## src/rtl/pc_seq_pkg.sv

```systemverilog
// pc_seq_pkg: shared definitions for the program-counter sequencer.
//   - pc_state_e  : sequencer state encoding (BOOT / RUN / HALTED; 3 is illegal)
//   - ALIGN_MASK  : low address bits that must be zero for a legal fetch target
//   - BOOT_CNT_W  : width of the boot-delay counter
//   - is_misaligned(): true when an address violates ALIGN_MASK
package pc_seq_pkg;

    typedef enum logic [1:0] {
        ST_BOOT   = 2'd0,
        ST_RUN    = 2'd1,
        ST_HALTED = 2'd2
    } pc_state_e;

    localparam logic [1:0] ALIGN_MASK = 2'b11;
    localparam int         BOOT_CNT_W = 8;

    function automatic logic is_misaligned(input logic [31:0] addr);
        return (addr[1:0] & ALIGN_MASK) != 2'b00;
    endfunction

endpackage

```

## src/rtl/pc_adder.sv

```systemverilog
// pc_adder: sequential-path incrementer for the fetch address.
//   pc       in  32  current program counter
//   pc_plus4 out 32  pc + 4, wrapping modulo 2^32
module pc_adder (
    input  logic [31:0] pc,
    output logic [31:0] pc_plus4
);

    assign pc_plus4 = pc + 32'd4;

endmodule

```

## src/rtl/pc_sequencer.sv

```systemverilog
// pc_sequencer: owns the PC register of the single-cycle CPU, chooses the next
// fetch address (sequential / branch / jump / trap vector) and sequences the
// boot delay, stall, and halt/resume behaviour.
//   clk           in   1  rising-edge clock
//   rst           in   1  asynchronous active-high reset
//   stall         in   1  freeze PC, state and counters while in RUN
//   branch_taken  in   1  redirect to branch_target
//   branch_target in  32  branch destination
//   jump          in   1  redirect to jump_target (beats branch_taken)
//   jump_target   in  32  jump destination
//   halt          in   1  current instruction is a halt (beats jump/branch)
//   resume        in   1  leave HALTED, continue at PC + 4
//   pc            out 32  current fetch address (registered)
//   pc_plus4      out 32  pc + 4 (combinational)
//   fetch_en      out  1  instruction-memory read enable
//   misalign      out  1  pulse while PC first shows the trap vector
//   state         out  2  0=BOOT, 1=RUN, 2=HALTED
//   retired       out 32  retired-instruction count (wraps)
module pc_sequencer
    import pc_seq_pkg::*;
#(
    parameter logic [31:0] RESET_PC    = 32'h0000_0000,
    parameter logic [31:0] TRAP_VECTOR = 32'h0000_0100,
    parameter int unsigned BOOT_CYCLES = 4
) (
    input  logic        clk,
    input  logic        rst,
    input  logic        stall,
    input  logic        branch_taken,
    input  logic [31:0] branch_target,
    input  logic        jump,
    input  logic [31:0] jump_target,
    input  logic        halt,
    input  logic        resume,
    output logic [31:0] pc,
    output logic [31:0] pc_plus4,
    output logic        fetch_en,
    output logic        misalign,
    output logic [1:0]  state,
    output logic [31:0] retired
);

    localparam logic [BOOT_CNT_W-1:0] BOOT_LAST = BOOT_CNT_W'(BOOT_CYCLES);

    pc_state_e             state_reg, state_next;
    logic [31:0]           pc_reg, pc_next;
    logic [BOOT_CNT_W-1:0] boot_cnt_reg, boot_cnt_next;
    logic [31:0]           retired_reg, retired_next;
    logic                  misalign_reg, misalign_next;
    logic [31:0]           candidate;
    logic                  redirect;

    pc_adder u_pc_adder (
        .pc       (pc_reg),
        .pc_plus4 (pc_plus4)
    );

    always_ff @(posedge clk or posedge rst) begin
        if (rst) begin
            state_reg    <= ST_BOOT;
            pc_reg       <= RESET_PC;
            boot_cnt_reg <= '0;
            retired_reg  <= '0;
            misalign_reg <= 1'b0;
        end else begin
            state_reg    <= state_next;
            pc_reg       <= pc_next;
            boot_cnt_reg <= boot_cnt_next;
            retired_reg  <= retired_next;
            misalign_reg <= misalign_next;
        end
    end

    always_comb begin
        state_next    = state_reg;
        pc_next       = pc_reg;
        boot_cnt_next = boot_cnt_reg;
        retired_next  = retired_reg;
        misalign_next = 1'b0;
        redirect      = jump | branch_taken;
        candidate     = jump ? jump_target : (branch_taken ? branch_target : pc_plus4);

        case (state_reg)
            ST_BOOT: begin
                // Inputs are ignored until the boot delay has elapsed.
                if (boot_cnt_reg == BOOT_LAST) begin
                    state_next = ST_RUN;
                end else begin
                    boot_cnt_next = boot_cnt_reg + 1'b1;
                end
            end
            ST_RUN: begin
                if (!stall) begin
                    // Every non-stalled cycle retires one instruction,
                    // including the halt itself and trapped redirects.
                    retired_next = retired_reg + 32'd1;
                    if (halt) begin
                        state_next = ST_HALTED;
                    end else if (redirect && is_misaligned(candidate)) begin
                        pc_next       = TRAP_VECTOR;
                        misalign_next = 1'b1;
                    end else begin
                        pc_next = candidate;
                    end
                end
            end
            ST_HALTED: begin
                if (resume) begin
                    pc_next    = pc_plus4;
                    state_next = ST_RUN;
                end
            end
            default: begin
                // Unreachable encoding: restart the boot sequence.
                state_next    = ST_BOOT;
                boot_cnt_next = '0;
            end
        endcase
    end

    assign fetch_en = (state_reg == ST_RUN) && !stall;
    assign pc       = pc_reg;
    assign misalign = misalign_reg;
    assign state    = state_reg;
    assign retired  = retired_reg;

endmodule
```

## config.mk

```make
export PLATFORM = sky130hd
export DESIGN_NAME = pc_sequencer
export DESIGN_NICKNAME = d
export VERILOG_FILES = /design/src/rtl/pc_seq_pkg.sv /design/src/rtl/pc_adder.sv /design/src/rtl/pc_sequencer.sv
export SDC_FILE = /design/constraint.sdc
export NUM_CORES = 1
export LEC_CHECK = 0
export CAP_MARGIN = 25
export CORE_MARGIN = 4
export CORE_UTILIZATION = 50
export DETAILED_ROUTE_END_ITERATION = 16
export GPL_ROUTABILITY_DRIVEN = 0
export PLACE_DENSITY = 0.88
export SLEW_MARGIN = 15
export SYNTH_ARGS = -nofsm -noshare
export SYNTH_HDL_FRONTEND = slang
export SYNTH_HIERARCHICAL = 1
export SYNTH_SLANG_ARGS = --single-unit
export TNS_END_PERCENT = 20
```

## constraint.sdc

```tcl
create_clock -name clk -period 5.7 [get_ports clk]
set_input_delay 0.855 -clock clk [delete_from_list [all_inputs] [get_ports clk]]
set_output_delay 0.855 -clock clk [all_outputs]
set_load 0.01 [all_outputs]
```

==> results.cfg, run 1 <==
[run_status]
outcome = finished, final reports clean

[critical_path]
regToRegStartpoint = pc[2]$_DFFE_PP0P_
start_kind = register
cp.arrival_ns = 2.78
cp-end-kind = output port
reg2reg_to = pc[28]$_DFFE_PP0P_
critPathMaxFanout = 8
setup.worst_path.class = reg -> out
slowest_delay_ns = 0.61
reg2reg_slack_ns = 3.13
slowest_stage = clkdlybuf4s50_1
crit_required_ns = 4.85
reg2reg_depth = 9
path_cells = ha_1 -> nand3_1 -> nor4_4 -> nand2_1 -> xnor2_1 -> clkdlybuf4s50_1

[global_route]
grt_pass1_vias = 4627
gr-usage-all-layers_pct = 25.1
grt_max_degree = 76
grt_pass1_wl_um = 22800
grt-ovfl-total = 0
antenna_found_initial = 0

[sta]
final-setup-viol-count = 0
slew_headroom_pct = 34.7
slew_viol_final = 0
clock.fmax_mhz = 275
hold_viol = 0
tns_ns = 0
whs_ns = 0.477
tightest_slew_ns = 0.979
fin_crit_ns = 3.64
fin_skew_ns = 0.0145
finalCritPeriodShare_pct = 63.8
rsz0062_at_grt = false

[synth]
synth-seq-cells = 75
synthArstFlopShare_pct = 100
synth_enable_flop_cells = 0
netlist_area_um2 = 4860
syn_inst = 496
synth.yosys.warnings = 6
seq_area_frac_synth_pct = 38.6
ys_types = 44
syn_nets = 574
synthFlopType = dfrtp_1
syn_area_per_cell_um2 = 9.80

[die]
coreArea_um2 = 9370
die_h_um = 107
initial_utilization_pct = 51.9
die_w_um = 107
design.die.area_um2 = 11400
ioPinCount = 171
rows = 35

[drt]
drcViolationCount = 0
routed_wl_um = 14300
wl_per_cell_um = 18.1
vias = 4518
ant_nets = 0
drt-pass1-iter-count = 5
avgViaCountPerCell = 5.70
drt-initial-drc-count = 291

[layout]
final_cell_mix = clkdlybuf4s50_1, dfrtp_1, xnor2_1
diodes = 0
finalNetCount = 737
fillers = 717
drive_gt1_share_pct = 10.3
final_common_cell = clkdlybuf4s50_1
areaGrowthSynthToFinish_pct = 40.4

[clocking]
clockBufferDepth = 2
clk_latency_ns = 0.35
numCtsBuffers = 9
cts_tree = done
cts_hold_buf = 0
cts_resized = 0
htreeDepth = 3
cts.sinks = 75
cts.clk_slew.worst_paths_ns = 0.08
cts_root_buf = clkbuf_8
cts_setup_buffers = 0

[worst_hold_path]
hold_path_end = retired[31]$_DFFE_PP0P_
hold_class = reg -> reg
whs_path_depth = 1
hold_path.startpoint = retired[31]$_DFFE_PP0P_

[power_and_ir_drop]
power_frac_comb_pct = 56.7
power_density_nw_per_um2 = 447
static-leakage-power_nw = 2.78
power.share.clock_pct = 13.2
seqPwrFrac_pct = 30.1
intPower_mw = 1.77
vdd_ir_drop_max_uv = 274
switching_share_pct = 41.8
power_switching_mw = 1.28

[placement]
dp_hpwl_um = 10800
portBuffers = 170

[flow_run]
drv_cap = 0
==> critical path: cells and delay by family (launching register included) <==
| kind | cells | cell delay, ns |
|---|---|---|
| xor+xnor | 1 | 0.32 |
| flops | 1 | 0.43 |
| buf+inv | 1 | 0.61 |
| fa+ha+maj | 1 | 0.21 |
| simple gates | 3 | 0.87 |
==> area by class of cell <==
type                            count  area [um2]  area share (%)
Timing Repair Buffer              176        1750            25.6
Multi-Input combinational cell    383        2800            41.0
Tap cell                          129         161            2.36
Inverter                           14        52.6           0.770
Clock inverter                      6        65.1           0.953
Clock buffer                        9         124            1.81
Sequential cell                    75        1880            27.5
==> cell usage after synthesis, drive strengths merged, types with 3 or more instances <==
| cell | instances | area, um2 |
|---|---|---|
| xnor2 | 49 | 429 |
| a31oi | 3 | 18.8 |
| ha | 7 | 87.6 |
| nand4 | 26 | 169 |
| inv | 14 | 52.6 |
| and2 | 3 | 18.8 |
| nor3 | 9 | 50.1 |
| nor4 | 6 | 97.6 |
| o21ai | 12 | 60.1 |
| dfrtp | 75 | 1880 |
| a21oi | 34 | 170 |
| nand2 | 25 | 93.8 |
| and4 | 5 | 45.0 |
| xor2 | 12 | 105 |
| nor2 | 48 | 180 |
| clkbuf | 8 | 30.0 |
| nor2b | 3 | 18.8 |
| and3 | 6 | 37.5 |
| mux2 | 30 | 338 |
| buf | 16 | 104 |
| mux2i | 32 | 320 |
| nand3 | 28 | 150 |
| a2bb2oi | 30 | 263 |
==> power groups by stage <==
stage,combinational (mW),clock (mW),sequential [mW]
global route,1.87,0.434,0.947
CTS,1.73,0.407,0.915
floorplan,0.902,0,0.932
finish,1.73,0.402,0.920
global placement,1.67,0,0.909
detailed placement,1.71,0,0.920
==> metal layers <==
metal | wire, um | GRT usage, % | vias up
li1 | - | - | 2120
met1 | 5540 | 28.7 | 2191
met2 | 7400 | 44.5 | 181
met3 | 978 | 6.86 | 26
met4 | 397 | 9.50 | 0
met5 | 0 | 0 | -
==> cells by family (layout without fill, tap and decap cells) <==
family,after synthesis,in the layout,share of synthesized area (%)
adders and majority gates,7,7,1.80
buffers and inverters,38,205,3.83
AOI/OAI and AO/OA,86,86,12.1
muxes,62,62,13.5
xor gates and xnor gates,61,61,11.0
DFF,75,75,38.6
and+or+nand+nor,167,167,19.1
==> worst max-delay path by stage <==
stage,end,start,cells after the start
final,pc_plus4[22],pc[2]$_DFFE_PP0P_,6
after global placement,pc[29]$_DFFE_PP0P_,halt,6
after detailed placement,pc[28]$_DFFE_PP0P_,halt,6
after floorplan,boot_cnt_reg[0]$_DFFE_PP0P_,rst,1
after global routing,pc_plus4[28],pc[2]$_DFFE_PP0P_,6
after CTS,pc_plus4[22],pc[2]$_DFFE_PP0P_,6
==> metrics by stage <==
stage,total power [mW],std cells,utilization (%),worst slack [ns],area (um2)
2_1_floorplan,1.83,496,-,2.94,4860
3_3_place_gp,2.57,776,70.7,2.49,6620
3_5_place_dp,2.63,776,70.7,2.39,6620
4_1_cts,3.05,791,72.7,2.10,6810
5_1_grt,3.25,792,72.9,1.88,6830
6_report,3.05,792,72.9,2.06,6830
No activity file was read; power rests on OpenSTA's default activity.
==> run 2: changes to the inputs <==
CORE_UTILIZATION = 42   (was 50)
PLACE_DENSITY = 0.78   (was 0.88)
clock period = 3.2 ns   (was 5.7 ns; I/O delays follow)
==> run 2 against run 1 <==
Net effect:
- global-route usage shrank 3.8 points
- via count shrank 1.4%
- routed wire length is essentially flat
- clock skew shrank 0.0039 ns
- count of clock-buffer cells in the layout is the same
- combinational power grew 81%
- worst setup slack lost 1.9 ns
- first-iteration DRC count shrank 25%
- critical path type unchanged
- largest cell class unchanged
==> results.cfg, run 2 (same netlist as run 1, synthesis figures left out) <==
[layout]
final_area_um2 = 7070
finalNetCount = 745
multiInputGateArea_um2 = 2870
fin_cells = 815
drive_gt1_share_pct = 12.8
seqCellArea_um2 = 1880
final_common_cell = clkdlybuf4s50_1
areaGrowthSynthToFinish_pct = 45.5
post-route-util_pct = 62.2
fillers = 936
diodes = 0
final_cell_mix = clkdlybuf4s50_1, dfrtp_1, nor2_1

[sta]
slew_viol_final = 0
slew_headroom_pct = 59.6
timing.final.ws_setup_ns = 0.113
fin_crit_ns = 3.09
rsz0062_at_grt = true
tns_ns = 0
finalCritPeriodShare_pct = 96.5
hold_viol = 0
fin_skew_ns = 0.0105
final-setup-viol-count = 0
tightest_slew_ns = 0.603
clock.fmax_mhz = 324
whs_ns = 0.453

[placement]
portBuffers = 170
postPlaceCellArea_um2 = 6690
dp_hpwl_um = 10800
dp_cells = 796
place_ws_ns = 0.304

[drt]
avgViaCountPerCell = 5.47
ant_nets = 0
vias = 4455
drt-pass1-iter-count = 4
drcViolationCount = 0
routed_wl_um = 14300
drt-initial-drc-count = 217
wl_per_cell_um = 17.6

[power_and_ir_drop]
intPower_mw = 3.38
seqPwrFrac_pct = 28.6
static-leakage-power_nw = 2.92
power_frac_comb_pct = 54.7
vdd_ir_drop_max_uv = 458
switching_share_pct = 40.8
finalPower_mw = 5.72
power.share.clock_pct = 16.7
power_density_nw_per_um2 = 808
power_switching_mw = 2.33

[die]
rows = 39
ioPinCount = 171
coreArea_um2 = 11400
die_h_um = 116
design.die.area_um2 = 13400
initial_utilization_pct = 42.8
die_w_um = 116

[critical_path]
cp.arrival_ns = 2.61
crit_required_ns = 2.72
slowest_stage = clkdlybuf4s50_1
critPathMaxFanout = 8
regToRegStartpoint = pc[2]$_DFFE_PP0P_
cp-end-kind = output port
slowest_delay_ns = 0.58
start_kind = register
crit_path_start = pc[2]$_DFFE_PP0P_
reg2reg_slack_ns = 0.67
setup.worst_path.class = reg -> out
path_cells = ha_1 -> nand3_2 -> nor4_4 -> buf_6 -> nand4_1 -> xnor2_2 -> clkdlybuf4s50_1

[clocking]
clk_latency_ns = 0.34
cts.sinks = 75
numCtsBuffers = 9
cts_root_buf = clkbuf_16
cts.clk_slew.worst_paths_ns = 0.06
cts_tree = done
cts_hold_buf = 0
htreeDepth = 3
clockBufferDepth = 2

[global_route]
gr-usage-all-layers_pct = 21.3
grt-ovfl-total = 0
grt_pass1_wl_um = 22700
antenna_found_initial = 0
grt_max_degree = 65
grt_pass1_vias = 4581

[run_status]
outcome = finished, final reports clean

[worst_hold_path]
hold_class = in -> async

[flow_run]
drv_cap = 0
[run 2: path summary, 6_finish.rpt]
check,end,cells past startpoint
worst max-delay path,pc_plus4[24],7
worst min-delay path,pc[19]$_DFFE_PP0P_,2
worst max register to register,pc[24]$_DFFE_PP0P_,10
worst min register to register,retired[31]$_DFFE_PP0P_,1
max in group asynchronous,pc[15]$_DFFE_PP0P_,3
min in group clk,retired[31]$_DFFE_PP0P_,1
[run 2: timing repair]
item	in CTS	in global routing
setup endpoints to repair	9	13
pin swaps	2	1
buffers inserted	2	1
hold endpoints to repair	0	0
resized for setup	1	11
[run 2: metal layers]
metal	track usage, %	up-vias	share of wire [%]
li1	-	2138	-
met1	26.4	2149	40
met2	37.1	146	51
met3	5.01	22	6.9
met4	6.18	0	1.5
met5	0	-	0
[run 2: cell type report]
| type | instances | share of cell area (%) |
|---|---|---|
| clock buffer | 9 | 3.18 |
| clock inverter | 7 | 0.831 |
| inverter | 14 | 0.761 |
| multi-input combinational | 383 | 40.6 |
| sequential | 75 | 26.5 |
| tap | 143 | 2.53 |
| timing repair buffer | 184 | 25.6 |
[run 2: power groups by stage]
| stage | Sequential (mW) | Clock, mW | Combinational (mW) |
|---|---|---|---|
| floorplan | 1.66 | 0 | 1.61 |
| finish | 1.64 | 0.957 | 3.13 |
| global route | 1.69 | 1.01 | 3.41 |
| CTS | 1.61 | 0.972 | 3.10 |
| detailed placement | 1.62 | 0 | 3.07 |
| global placement | 1.59 | 0 | 3.02 |
[run 2: worst max-delay path: cells and delay by family (launching register included)]
family / cells / cell delay (ns)
xor gates and xnor gates: 1 / 0.22
adders and majority gates: 1 / 0.23
buffers and inverters: 2 / 0.76
DFF: 1 / 0.42
and+or+nand+nor: 3 / 0.65
==> run 3: changes to the inputs <==
CTS_BUF_LIST = sky130_fd_sc_hd__clkbuf_16   (was unset)
==> results of run 3 <==
Same layout as run 2: the final DEF is identical, and so are final timing and power.
